==> src/rtl/microcode_sequencer_if.sv <==
// Interface between the microcode sequencer and its environment: the IR
// opcode, the control-decode feedback (RT), the front-panel controls, the
// asynchronous microcode ROM and the microinstruction handed to control
// decode.
interface microcode_sequencer_if #(
  parameter int OP_BITS = 8,
  parameter int T_BITS  = 3
);
  logic [OP_BITS-1:0]        opcode;
  logic                      rt;
  logic                      stall;
  logic                      run_mode;
  logic                      step_req;
  logic [OP_BITS+T_BITS-1:0] rom_addr;
  logic [15:0]               rom_data;
  logic [15:0]               uinstr;
  logic [T_BITS-1:0]         tstate;
  logic                      exec;
  logic                      instr_start;
  logic                      paused;

  // The sequencer itself.
  modport slave (
    input  opcode, rt, stall, run_mode, step_req, rom_data,
    output rom_addr, uinstr, tstate, exec, instr_start, paused
  );

  // The surrounding CPU, ROM and front panel.
  modport master (
    output opcode, rt, stall, run_mode, step_req, rom_data,
    input  rom_addr, uinstr, tstate, exec, instr_start, paused
  );
endinterface

==> src/rtl/microcode_sequencer.sv <==
// Microcode sequencer: forms the ROM address from {opcode, tstate}, passes
// the ROM word to control decode (or a NOP when nothing should execute),
// owns the T-state counter and implements free-run / single-instruction
// step control for the front panel.
module microcode_sequencer #(
  parameter int          T_BITS   = 3,
  parameter int          OP_BITS  = 8,
  parameter logic [15:0] NOP_WORD = 16'h8000
) (
  input logic                   clk,
  input logic                   reset,
  microcode_sequencer_if.slave  bus
);

  typedef enum logic [1:0] {
    BOOT,
    RUN,
    PAUSED,
    STEP
  } state_e;

  localparam logic [T_BITS-1:0] T_LAST = '1;

  state_e            state_q, state_d;
  logic [T_BITS-1:0] tstate_q, tstate_d;
  logic              exec;
  logic              instr_done;
  logic              idle_boundary;

  // A microinstruction executes only in RUN/STEP, not stalled, not in reset.
  // instr_done marks the exec cycle after which the next T-state is 0.
  always_comb begin
    exec          = ((state_q == RUN) || (state_q == STEP)) && !bus.stall && !reset;
    instr_done    = exec && (bus.rt || (tstate_q == T_LAST));
    idle_boundary = !exec && (tstate_q == '0);
  end

  // Next-state and next-T-state logic; a stalled cycle holds everything so
  // the deferred microinstruction is re-presented exactly once.
  always_comb begin
    // NOTE: every output of this block is given a default first so no
    // branch can leave it unassigned and infer a latch.
    state_d  = state_q;
    tstate_d = tstate_q;

    if (exec) begin
      tstate_d = instr_done ? '0 : tstate_q + 1'b1;
    end

    unique case (state_q)
      BOOT:   state_d = bus.run_mode ? RUN : PAUSED;
      RUN: begin
        if (!bus.run_mode && (instr_done || idle_boundary)) begin
          state_d = PAUSED;
        end
      end
      PAUSED: begin
        if (bus.run_mode) begin
          state_d = RUN;
        end else if (bus.step_req) begin
          state_d = STEP;
        end
      end
      STEP: begin
        // step_req is deliberately not looked at here.
        if (instr_done) begin
          state_d = bus.run_mode ? RUN : PAUSED;
        end
      end
      default: state_d = BOOT;
    endcase
  end

  // State and T-state registers with synchronous reset.
  always_ff @(posedge clk) begin
    // NOTE: sequential state uses non-blocking assignments so every register
    // samples the pre-edge values, independent of statement order.
    if (reset) begin
      state_q  <= BOOT;
      tstate_q <= '0;
    end else begin
      state_q  <= state_d;
      tstate_q <= tstate_d;
    end
  end

  // The ROM path is purely combinational; the opcode is used live.
  assign bus.rom_addr    = {bus.opcode, tstate_q};
  assign bus.uinstr      = exec ? bus.rom_data : NOP_WORD;
  assign bus.tstate      = tstate_q;
  assign bus.exec        = exec;
  assign bus.instr_start = exec && (tstate_q == '0);
  assign bus.paused      = (state_q == PAUSED) && !reset;

endmodule
==> src/flat_wrapper.sv <==
// flat-port wrapper written by rule: the top's interface ports become plain ports
module microcode_sequencer_flat 
#(
  parameter int          T_BITS   = 3,
  parameter int          OP_BITS  = 8,
  parameter logic [15:0] NOP_WORD = 16'h8000
)
  (clk, reset, bus_opcode, bus_rt, bus_stall, bus_run_mode, bus_step_req, bus_rom_data, bus_rom_addr, bus_uinstr, bus_tstate, bus_exec, bus_instr_start, bus_paused);
  microcode_sequencer_if #(.OP_BITS(OP_BITS), .T_BITS(T_BITS)) bus_i ();
  input logic clk;
  input logic reset;
  input wire logic [$bits(bus_i.opcode)-1:0] bus_opcode;
  input wire logic [$bits(bus_i.rt)-1:0] bus_rt;
  input wire logic [$bits(bus_i.stall)-1:0] bus_stall;
  input wire logic [$bits(bus_i.run_mode)-1:0] bus_run_mode;
  input wire logic [$bits(bus_i.step_req)-1:0] bus_step_req;
  input wire logic [$bits(bus_i.rom_data)-1:0] bus_rom_data;
  output wire logic [$bits(bus_i.rom_addr)-1:0] bus_rom_addr;
  output wire logic [$bits(bus_i.uinstr)-1:0] bus_uinstr;
  output wire logic [$bits(bus_i.tstate)-1:0] bus_tstate;
  output wire logic [$bits(bus_i.exec)-1:0] bus_exec;
  output wire logic [$bits(bus_i.instr_start)-1:0] bus_instr_start;
  output wire logic [$bits(bus_i.paused)-1:0] bus_paused;
  assign bus_i.opcode = bus_opcode;
  assign bus_i.rt = bus_rt;
  assign bus_i.stall = bus_stall;
  assign bus_i.run_mode = bus_run_mode;
  assign bus_i.step_req = bus_step_req;
  assign bus_i.rom_data = bus_rom_data;
  assign bus_rom_addr = bus_i.rom_addr;
  assign bus_uinstr = bus_i.uinstr;
  assign bus_tstate = bus_i.tstate;
  assign bus_exec = bus_i.exec;
  assign bus_instr_start = bus_i.instr_start;
  assign bus_paused = bus_i.paused;
  microcode_sequencer #(.T_BITS(T_BITS), .OP_BITS(OP_BITS), .NOP_WORD(NOP_WORD)) u_core (.clk(clk), .reset(reset), .bus(bus_i));
endmodule
==> config.mk <==
export PLATFORM = sky130hd
export DESIGN_NAME = microcode_sequencer_flat
export DESIGN_NICKNAME = d
export VERILOG_FILES = /design/src/rtl/microcode_sequencer_if.sv /design/src/rtl/microcode_sequencer.sv /design/src/flat_wrapper.sv
export SDC_FILE = /design/constraint.sdc
export NUM_CORES = 1
export LEC_CHECK = 0
export ABC_AREA = 1
export BUFFER_PORTS_ARGS = -buffer_cell sky130_fd_sc_hd__buf_2
export CORE_UTILIZATION = 30
export CTS_CLUSTER_DIAMETER = 200
export DETAILED_ROUTE_END_ITERATION = 8
export GPL_ROUTABILITY_DRIVEN = 0
export PLACE_DENSITY_LB_ADDON = 0.05
export SYNTH_ARGS = -nofsm -noshare
export SYNTH_HDL_FRONTEND = slang
export SYNTH_SLANG_ARGS = --single-unit
==> constraint.sdc <==
create_clock -name clk -period 1.55 [get_ports clk]
set_input_delay 0.155 -clock clk [delete_from_list [all_inputs] [get_ports clk]]
set_output_delay 0.155 -clock clk [all_outputs]
set_load 0.02 [all_outputs]
==> load_flow_metrics.sql <==
INSERT INTO impl_metrics (metric_group, metric, value, unit) VALUES
('place', 'dp.cells', '163', ''),
('job', 'max_cap_viol_count', '0', ''),
('setup_path', 'worstPathMaxFanout', '7', ''),
('clock_network', 'tritoncts', 'yes', ''),
('timing', 'timing.final.max_slew_violations', '0', ''),
('clock_network', 'numCtsBuffers', '3', ''),
('timing', 'finalCriticalPeriod', '1.579', 'ns'),
('yosys', 'synth_cells', '100', ''),
('finish', 'flow.area_growth_from_synthesis', '72.08', '%'),
('setup_path', 'slack_of_the_worst_reg_to_reg_path', '0.15', 'ns'),
('drt', 'drt_iter0_markers', '7', ''),
('yosys', 'number_of_synthesized_register_bits', '5', ''),
('yosys', 'synthTopCellsByArea', 'sky130_fd_sc_hd__inv_1 (17%), sky130_fd_sc_hd__dfxtp_1 (17%), sky130_fd_sc_hd__buf_4 (15%), sky130_fd_sc_hd__ha_1 (13%), sky130_fd_sc_hd__nor2_1 (13%)', ''),
('setup_path', 'critical_path_class', 'register to primary output', ''),
('yosys', 'synth_largest_area_cell', 'sky130_fd_sc_hd__inv_1', ''),
('drt', 'drt-pass1-iter-count', '2', ''),
('die', 'die_height', '46.74', 'um'),
('finish', 'final_layout_size_suffix_gt1_frac', '0.5714', ''),
('global_route', 'first_global_vias', '576', ''),
('timing', 'tightestPinTransition', '0.2124', 'ns'),
('die', 'placement_rows', '15', ''),
('yosys', 'synth_warnings', '0', ''),
('pwr', 'max-vdd-ir-drop', '0.0005865', 'V'),
('clock_network', 'cts.sinks', '5', ''),
('drt', 'routed_wl', '1.785', 'mm'),
('global_route', 'grt_max_degree', '9', ''),
('drt', 'vias', '743', ''),
('place', 'dp_slack', '0.08760', 'ns'),
('setup_path', 'crit_family', 'buffers and inverters', ''),
('timing', 'max-slew-margin-rel', '0.8573', ''),
('pwr', 'power.static_leakage', '0.6258', 'nW'),
('yosys', 'mappedNetlistNets', '136', ''),
('clock_network', 'clk-insertion-delay-late', '0.24', 'ns'),
('place', 'dp_hpwl', '1.215', 'mm'),
('die', 'die_area', '2185', 'sq um'),
('yosys', 'post_synth_instance_area', '600.6', 'sq um'),
('die', 'core_area', '1802', 'sq um'),
('yosys', 'number_of_different_library_cells_in_the_post_synthesis_netlist', '17', ''),
('global_route', 'grt_antenna_before_repair', '0', ''),
('pwr', 'power_per_cell_area', '686.2', 'nW/um^2'),
('yosys', 'synth_top_area_frac', '0.1687', ''),
('setup_path', 'crit_path_cell_trace', 'inv_2 > ha_4 > inv_2 > nand2_2 > nand2_4 > buf_6 > nor2_1 > buf_4', ''),
('setup_path', 'timing.critical_path.required', '1.39', 'ns'),
('setup_path', 'timing.critical_path.mode_cell', 'sky130_fd_sc_hd__inv_2', ''),
('status', 'status', 'finished, violations left', ''),
('global_route', 'track_usage', '0.1440', ''),
('drt', 'wl_per_cell', '10.38', 'um'),
('global_route', 'grt_overflow_total', '0', ''),
('clock_network', 'ctsRootBufferMaster', 'sky130_fd_sc_hd__clkbuf_4', ''),
('finish', 'finalNetCount', '184', ''),
('place', 'port_buffers', '46', ''),
('die', 'design.portCount', '63', ''),
('drt', 'vias_per_cell', '4.320', ''),
('worst_hold_path', 'min_path_type', 'input pin to register', ''),
('yosys', 'synthesis.area_per_instance', '6.006', 'sq um'),
('drt', 'drcViolationCount', '0', ''),
('timing', 'final-setup-viol-count', '5', ''),
('setup_path', 'critPathLaunchType', 'register', ''),
('timing', 'worst_slack', '-0.02897', 'ns'),
('setup_path', 'critPathMaxStageDelay', '0.34', 'ns'),
('setup_path', 'crit_buf_inv', '4', ''),
('finish', 'antenna_cells_inserted', '0', ''),
('timing', 'hold_violations_final', '0', ''),
('clock_network', 'clock_tree.htree_level_count', '1', ''),
('clock_network', 'postCtsHoldBufs', '0', ''),
('finish', 'filler_cell_count_in_the_final_layout', '179', ''),
('timing', 'rsz0062_at_grt', 'true', ''),
('finish', 'post_layout_nonfiller_instances', '172', ''),
('drt', 'route.antenna.remaining_nets', '0', ''),
('status', 'violations_in_the_final_reports', 'setup timing', ''),
('die', 'initial_core_utilization', '0.3333', ''),
('timing', 'timing.final.crit_share', '1.019', ''),
('timing', 'fin_skew', '0.001788', 'ns'),
('setup_path', 'critical_path.slowest_cell', 'sky130_fd_sc_hd__dfxtp_2', ''),
('setup_path', 'cp.arrival', '1.42', 'ns'),
('timing', 'fmax', '0.6333', 'GHz'),
('clock_network', 'cts.clk_slew.worst_paths', '0.04', 'ns'),
('setup_path', 'worst_setup_end_kind', 'primary output', ''),
('global_route', 'wire_length_of_the_first_global_routing_pass', '2.173', 'mm'),
('die', 'die_boundary_width', '46.74', 'um'),
('clock_network', 'clock_path_buffers', '2', ''),
('yosys', 'sequential_fraction_of_the_synthesis_area', '0.1667', ''),
('timing', 'whs', '0.1923', 'ns');
metrics by stage:
stage / utilization / setup TNS, ns / total power, mW / area (sq um)
floorplan: - / 0 / 0.3775 / 600.6
global placement: 0.4465 / 0 / 0.4380 / 804.5
detailed placement: 0.4465 / 0 / 0.4400 / 804.5
CTS: 0.5000 / 0 / 0.6434 / 900.9
global route: 0.5736 / -0.7543 / 0.7592 / 1033
finish: 0.5736 / -0.06109 / 0.7092 / 1033
report_power, final:
group / switching [mW] / total, mW / internal (mW)
logic: 0.209 / 0.389 / 0.180
clock network: 0.0510 / 0.148 / 0.0972
registers: 0.0215 / 0.172 / 0.150
cell type report:
type	count	area [sq um]	share of cell area
Clock buffer	4	26.28	0.02542
Inverter	27	101.3	0.09806
Multi-Input combinational cell	55	371.6	0.3596
Sequential cell	5	105.1	0.1017
Tap cell	25	31.28	0.03027
Timing Repair Buffer	56	397.9	0.3850
kinds of logic (layout without fill, tap and decap cells):
family	Yosys count	count (layout)	synth area share
AO/OA/AOI/OAI	9	9	0.08748
adder cells (fa/ha/maj)	6	6	0.1250
buffers and inverters	40	87	0.3271
flip-flops	5	5	0.1667
AND/OR/NAND/NOR	40	40	0.2937
Yosys cell counts:
| master | number |
|---|---|
| sky130_fd_sc_hd__o21ai_0 | 1 |
| sky130_fd_sc_hd__buf_4 | 12 |
| sky130_fd_sc_hd__nand3_1 | 3 |
| sky130_fd_sc_hd__a21oi_2 | 2 |
| sky130_fd_sc_hd__ha_1 | 6 |
| sky130_fd_sc_hd__buf_2 | 1 |
| sky130_fd_sc_hd__nand2_2 | 2 |
| sky130_fd_sc_hd__inv_1 | 27 |
| sky130_fd_sc_hd__a21oi_1 | 5 |
| sky130_fd_sc_hd__nor2_1 | 20 |
| sky130_fd_sc_hd__nand3_2 | 1 |
| sky130_fd_sc_hd__o21ai_1 | 1 |
| sky130_fd_sc_hd__nand2_1 | 11 |
| sky130_fd_sc_hd__nor2_4 | 1 |
| sky130_fd_sc_hd__nor3_1 | 1 |
| sky130_fd_sc_hd__dfxtp_1 | 5 |
| sky130_fd_sc_hd__or2_1 | 1 |
worst reg2reg max path, stage by stage, from the launching register on:
cell,delay (ns)
sky130_fd_sc_hd__dfxtp_1,0.32
sky130_fd_sc_hd__ha_1,0.20
sky130_fd_sc_hd__ha_1,0.20
sky130_fd_sc_hd__nor2_1,0.09
sky130_fd_sc_hd__nand3_1,0.14
sky130_fd_sc_hd__nand3_2,0.11
sky130_fd_sc_hd__nand2_2,0.06
sky130_fd_sc_hd__a21oi_1,0.12
sky130_fd_sc_hd__nor2_1,0.06
layer usage:
metal / vias to the layer above / GRT usage / part of all wire / wire (um)
met5: - / 0 / 0 / 0
met3: 4 / 0.01923 / 0.062 / 110
met2: 35 / 0.2611 / 0.56 / 991
met1: 331 / 0.1469 / 0.37 / 664
met4: 0 / 0.1143 / 0.011 / 19
li1: 373 / - / - / -
worst paths after layout:
kind / to / from / depth (start not counted)
setup / recovery: bus_uinstr[6] / u_core.state_q[1] / 8
hold / removal: u_core.bus.tstate[2] / reset / 2
setup reg to reg: u_core.state_q[0] / u_core.bus.tstate[0] / 8
hold reg to reg: u_core.bus.tstate[2] / u_core.bus.tstate[2] / 2
placed cells by master (no fill, tap or decap), drive strengths merged:
cell type and n:
a21oi 7, buf 56, clkbuf 4, dfxtp 5, ha 6, inv 27
nand2 13, nand3 4, nor2 21, nor3 1, o21ai 2, or2 1
timing repair:
item,CTS,global route
setup buffers,2,3
endpoints found under the setup margin,18,17
resized for setup,19,36
pin swaps,2,3
gates cloned,0,0
state kept, by name, indices dropped and copies added, names as in the netlist:
name,cells
u_core.state_q,2
u_core.bus.tstate,3
(Power assumes the default switching activity.)
